<file path="src/rtl/instr_rom_fetch.sv">
// ----------------------------------------------------------------------------
// instr_rom_fetch
//
// Instruction ROM with a program-load write port and a LATENCY-stage fetch
// pipeline. Each fetch reads one word at the cycle it is accepted. The result
// then moves through the stage registers. The last stage drives the response
// outputs directly.
//
// Ports
//   clk        in   1       rising-edge clock
//   reset      in   1       synchronous active-high reset
//   req_valid  in   1       fetch request present
//   req_ready  out  1       request may be accepted this cycle
//   address    in   32      byte address of the fetch
//   flush      in   1       drop every in-flight fetch (taken branch)
//   rsp_valid  out  1       response word valid
//   rsp_ready  in   1       consumer takes the response this cycle
//   out        out  DATA_W  fetched instruction
//   halt       out  1       response address was out of range
//   fault      out  1       response address was misaligned
//   load_en    in   1       program-load write strobe
//   load_addr  in   AW      word index written
//   load_data  in   DATA_W  word written
// ----------------------------------------------------------------------------
module instr_rom_fetch #(
    parameter int                DATA_W    = 32,
    parameter int                DEPTH     = 64,
    parameter int                LATENCY   = 1,
    parameter logic [DATA_W-1:0] HALT_WORD = '1,
    localparam int               AW        = (DEPTH > 1) ? $clog2(DEPTH) : 1
) (
    input  logic              clk,
    input  logic              reset,
    input  logic              req_valid,
    output logic              req_ready,
    input  logic [31:0]       address,
    input  logic              flush,
    output logic              rsp_valid,
    input  logic              rsp_ready,
    output logic [DATA_W-1:0] out,
    output logic              halt,
    output logic              fault,
    input  logic              load_en,
    input  logic [AW-1:0]     load_addr,
    input  logic [DATA_W-1:0] load_data
);

    // Instruction storage. Reset does not clear it.
    logic [DATA_W-1:0] mem_q [DEPTH];

    // Per-stage state. Stage LATENCY-1 is the response stage.
    logic              vld_q   [LATENCY];
    logic              vld_d   [LATENCY];
    logic [DATA_W-1:0] data_q  [LATENCY];
    logic [DATA_W-1:0] data_d  [LATENCY];
    logic              halt_q  [LATENCY];
    logic              halt_d  [LATENCY];
    logic              fault_q [LATENCY];
    logic              fault_d [LATENCY];

    logic [AW-1:0]     rd_idx_s;
    logic              oor_s;
    logic              mis_s;
    logic              advance_s;
    logic              accept_s;
    logic [DATA_W-1:0] rd_word_s;

    assign rd_idx_s  = address[AW+1:2];
    // Any set bit above the word-index field means the address is >= 4*DEPTH.
    assign oor_s     = |address[31:AW+2];
    assign mis_s     = |address[1:0];
    assign rd_word_s = mem_q[rd_idx_s];

    // The pipeline moves when the consumer takes the response or the
    // response slot is empty.
    assign advance_s = rsp_ready || !vld_q[LATENCY-1];
    assign req_ready = advance_s && !reset;
    assign accept_s  = req_valid && req_ready && !flush;

    // Program-load write port. The read above sees the pre-write contents,
    // so a same-cycle load to the fetched index returns the old word.
    always_ff @(posedge clk) begin
        if (load_en && !reset) begin
            mem_q[load_addr] <= load_data;
        end
    end

    // Next-state logic for the stages: flush, shift, or hold.
    always_comb begin
        vld_d   = vld_q;
        data_d  = data_q;
        halt_d  = halt_q;
        fault_d = fault_q;
        if (flush) begin
            for (int i = 0; i < LATENCY; i++) begin
                vld_d[i]   = 1'b0;
                data_d[i]  = '0;
                halt_d[i]  = 1'b0;
                fault_d[i] = 1'b0;
            end
        end else if (advance_s) begin
            // Bubbles enter with all fields zero. Response outputs are
            // therefore zero whenever rsp_valid is low.
            vld_d[0]   = accept_s;
            data_d[0]  = !accept_s ? '0 : (oor_s ? HALT_WORD : rd_word_s);
            halt_d[0]  = accept_s && oor_s;
            fault_d[0] = accept_s && mis_s && !oor_s;
            for (int i = 1; i < LATENCY; i++) begin
                vld_d[i]   = vld_q[i-1];
                data_d[i]  = data_q[i-1];
                halt_d[i]  = halt_q[i-1];
                fault_d[i] = fault_q[i-1];
            end
        end else begin
            vld_d   = vld_q;
            data_d  = data_q;
            halt_d  = halt_q;
            fault_d = fault_q;
        end
    end

    // Stage registers with synchronous reset.
    always_ff @(posedge clk) begin
        if (reset) begin
            for (int i = 0; i < LATENCY; i++) begin
                vld_q[i]   <= 1'b0;
                data_q[i]  <= '0;
                halt_q[i]  <= 1'b0;
                fault_q[i] <= 1'b0;
            end
        end else begin
            vld_q   <= vld_d;
            data_q  <= data_d;
            halt_q  <= halt_d;
            fault_q <= fault_d;
        end
    end

    assign rsp_valid = vld_q[LATENCY-1];
    assign out       = data_q[LATENCY-1];
    assign halt      = halt_q[LATENCY-1];
    assign fault     = fault_q[LATENCY-1];

endmodule

</file>
<file path="config.mk">
export PLATFORM = sky130hd
export DESIGN_NAME = instr_rom_fetch
export DESIGN_NICKNAME = d
export VERILOG_FILES = /design/src/rtl/instr_rom_fetch.sv
export SDC_FILE = /design/constraint.sdc
export NUM_CORES = 2
export LEC_CHECK = 0
export ABC_AREA = 1
export BUFFER_PORTS_ARGS = -buffer_cell sky130_fd_sc_hd__buf_2
export CAP_MARGIN = 20
export CORE_ASPECT_RATIO = 1.75
export CORE_UTILIZATION = 50
export CTS_CLUSTER_SIZE = 28
export DETAILED_ROUTE_END_ITERATION = 10
export PLACE_DENSITY = 0.7
export REMOVE_ABC_BUFFERS = 1
export SKIP_CTS_REPAIR_TIMING = 1
export SLEW_MARGIN = 30
export SYNTH_ARGS = -nofsm -noshare
export SYNTH_HDL_FRONTEND = slang
export SYNTH_SLANG_ARGS = --single-unit
</file>
<file path="constraint.sdc">
create_clock -name clk -period 6.8 [get_ports clk]
set_input_delay 1.36 -clock clk [delete_from_list [all_inputs] [get_ports clk]]
set_output_delay 1.36 -clock clk [all_outputs]
set_load 0.1 [all_outputs]
</file>
### Yosys cells after proc, flatten, opt, wreduce, memory -nomap -nowiden

Memory sizes are Yosys's and may differ from the RTL's.
Cells that the tools add are included.
W data, S select, Z words.

* register bits: 35
* bits in writable memories: 2048
* input bits: 76
* output and inout port bits: 36
* memories: 1

* multiplexer cells: 4
* reductions and logical operators: 15

Memory list
* mem_q: depth 64, width 32, read ports 1, clocked after memory_dff 0, write ports 1, line 49 `logic [DATA_W-1:0] mem_q [DEPTH];`

Operators by type and width (number)
* $mux W32: 2
* $reduce_or A24 Y1: 1
* $logic_and A1 B1 Y1: 7
* $logic_not A1 Y1: 4
* $reduce_or A2 Y1: 2
* $mux W1: 2
* $logic_or A1 B1 Y1: 1

### Depth between registers and ports, before layout

* depth after elaboration: 7
* gate-level depth with buffers: 15

### Worst setup path after synthesis

OpenSTA, ideal clock, no wires.

* path kind: input-to-output
* start point: in rsp_ready
* end point: out req_ready
* arrival: 2929 ps
* data required time: 5440 ps
* setup slack: 2511 ps
* cell stages on the path: 3
* buffers on the path: 1
* path through: nor2_1 clkbuf_1 nor2_1

* word-level cells in the longest chain between the ends: 2

RTL lines
* from (decl): line 39 `input logic rsp_ready,`
* $logic_or A1 B1 Y1: line 76 `assign advance_s = rsp_ready || !vld_q[LATENCY-1];`
* $logic_and A1 B1 Y1: line 77 `assign req_ready = advance_s && !reset;`
* to (decl): line 35 `output logic req_ready,`

No other way between the ends.

### Final worst setup path

* start point: in address[2]
* end point: reg data_q (netlist bit out[5])

* word-level cells in the longest chain between the ends: 3

RTL lines
* from (decl): line 36 `input logic [31:0] address,`
* $mem_v2 Z64 W32
* $mux W32 (2 in series): line 105 `data_d[0] = !accept_s ? '0 : (oor_s ? HALT_WORD : rd_word_s);`
* to (signal assigned): line 133 `data_q <= data_d;`
* to (decl): line 54 `logic [DATA_W-1:0] data_q [LATENCY];`

No other way between the ends.
A chain may end at the register's enable or synchronous reset.

==> results.txt <==
Status - finished clean
Num rows - 198
Most frequent cells after synthesis - 2,256 x nand2_1, 2,048 x edfxtp_1, 1,972 x nand3_1
Slew Viols, Final - 0
VDD IR max - 0.166 mV
HPWL Detailed - 139 mm
Largest fanout on the critical path - 124
RSZ-0062 raised after global routing - no
Synth area leader - edfxtp_1
Fin. Hold Viols - 0
Antenna violations before repair - 9
Nets - 6,959
DRT Pass-1 Iters - 6
Reg2reg path depth - 7
Final worst path period share - 0.602
Asr flop ratio synth - 0
Ports - 112
Total track usage - 0.283
Cells after synthesis - 6,883
Design Area, Final - 93,200 sq um
WHS Endpoint - fault
CP Data Arrival Time - 4.86 ns
DP Area - 87,600 sq um
Crit. Startpoint - address[2]
Reg clk slew, reported paths - 0.07 ns
Largest net degree at the start of global routing - 225
YS warnings - 0
MaxCap Viol Count - 0
Reg2Reg Capture Point - out[31]
Relative slew slack - 0.221
Min-delay src - fault
FMAX - 244 MHz
CTS Sinks - 2,083
Critical path buffer and inverter count - 5
Slowest stage delay, CP - 0.47 ns
Crit-path slowest cell - buf_16
Filler cells - 13,200
CTS max path bufs - 4
Data required, critical path - 7.57 ns
Worst Tran Pin Value - 1.17 ns
DP Worst Slack - 2.22 ns
Setup Viol. Count Final - 0
Synth top area cells - edfxtp_1 74%, nand3_1 12%, nand2_1 10%, buf_2 1.6%, dfxtp_1 0.84%
Syn_area_per_cell - 12.1 sq um
Synth-to-layout area growth - 11.5%
Most common cell in the netlist - nand2_1
DR vias - 55,800
Max Clock Skew - 0.0527 ns
Synth Flop Type - edfxtp_1
H-tree level count - 4
Die height - 543 um
Unique cell type count in the Yosys netlist - 25
Final min period - 4.09 ns
Register area share after synthesis - 0.745
Placer Congestion - 0.870
Final worst slack - 2.71 ns
Worst reg2reg setup slack - 4.23 ns
Startpoint Class - input port
HP Class - flop to flop
Crit-path cells - buf_8 -> inv_16 -> buf_16 -> buf_12 -> buf_4 -> nand2_1 -> nand3_1 -> nand3_1 -> nand3_1 -> nand3_1 -> nand2_1 -> nand2_1 -> nand3_1 -> nand2_1 -> nand2_1
Layout cells sized above 1 - 0.0835
Post-DRT Antenna Nets - 0
Vias in the first global route - 53,600
Non-filler instance count after layout - 9,216
Total grt overflow - 0
Worst skew pair latency - 0.83 ns
Levels on crit path - 15
Worst r2r src - rsp_valid
Syn Std Cell Area - 83,500 sq um
DRC violations left - 0
Element type at the critical path end - flop
Tot Pwr - 25,800 uW
Clock root cell - clkbuf_16
Cts bufs inserted - 178
Critical path type - input port to flop
Core region area - 166,000 sq um
First-pass GRT wire length - 353 mm
Share of the synthesized area in the top cell type - 0.736
#FFs+latches synth - 2,083
WL per Instance - 26.3 um
PD cells - 277 nW/um^2
Post-Route WL - 242 mm
Die area - 169,000 sq um
Vias/cell - 6.05
Post-synth EDFFs - 2,048
Die width - 311 um
CP delay by family, top - buffers and inverters
Effective utilization at floorplan - 0.503
Port Buffers - 111
DRT iter0 DRCs - 7,226
CTS tree - built
Pleak - 0.0324 uW
Placed cells - 8,901
Worst hold path depth - 2
[logic make-up (layout without fill, tap and decap cells)]
logic type / after synthesis / after routing / synth area share
other: 0 / 1 / 0
DFF: 2083 / 2083 / 0.745
buffers and inverters: 473 / 605 / 0.0307
and+or+nand+nor: 4319 / 4319 / 0.224
AOI/OAI and AO/OA: 8 / 8 / 0.000569
[flip-flops by register name (all words and copies together) (netlist names)]
register,count
mem_q,2048
halt,1
fault,1
rsp_valid,1
out,32
[routing by layer]
layer  global-route usage  up-vias  routed length [um]
li1                     -    24500                   -
met1                0.348    27400               83900
met2                0.471     3297              118000
met3               0.0415      653               23100
met4                0.176       12               16900
met5                    0        -                  90
[worst max path at each step]
stage / end / slack, ns
floorplan: out[17] / -0.23
global placement: out[0] / 2.22
detailed placement: out[0] / 2.22
CTS: out[0] / 3.06
global route: out[14] / 2.61
finish: out[5] / 2.71
[cell type report]
cell class | count | area, sq um | area share
tap | 2200 | 2750 | 0.0295
timing repair buffer | 275 | 3370 | 0.0362
multi-input combinational | 4327 | 19300 | 0.207
inverter | 18 | 105 | 0.00113
antenna | 1 | 2.50 | 0.0000269
clock buffer | 231 | 4710 | 0.0506
sequential | 2083 | 62200 | 0.668
clock inverter | 81 | 729 | 0.00783
[cell usage in the layout (no fill, tap or decap), types with 2 or more instances in the layout]
cell type	Yosys	layout
o21ai_1	2	2
clkinvlp_4	0	6
nand2_1	2256	2256
inv_1	15	12
nand3_1	1972	1970
buf_16	0	59
inv_8	0	2
clkbuf_16	0	179
inv_6	0	6
buf_8	2	6
clkinv_2	0	26
edfxtp_1	2048	2048
clkbuf_8	0	4
nor4_1	4	4
nor2_4	0	65
buf_2	259	79
clkbuf_1	73	48
bufinv_16	0	13
or2_2	2	2
nor2_2	0	2
buf_4	45	108
buf_12	0	22
o21ai_0	2	2
nand3_2	0	2
nand4_1	8	8
dfxtp_1	35	35
clkinv_1	0	31
nor2_1	75	8
[tightest hold or removal path: stages (launching register included)]
cell     delay, ns
dfxtp_1       0.32
nand2_1       0.05
o21ai_0       0.06
[power breakdown]
part	internal [uW]	switching, uW	leakage [uW]	total (uW)
clock network	5380	4490	0.00265	9870
logic	368	1350	0.0111	1720
registers	14100	25.5	0.0187	14200
[per-stage QoR]
stage | hold slack (ns) | util | setup TNS (ns)
after global placement | 0.443 | 0.518 | 0
after global routing | 0.508 | 0.561 | 0
after detailed placement | 0.452 | 0.528 | 0
final | 0.461 | 0.561 | 0
after floorplan | 0.764 | - | -6.75
after CTS | 0.469 | 0.561 | 0
No activity file was read; power rests on OpenSTA's default activity.
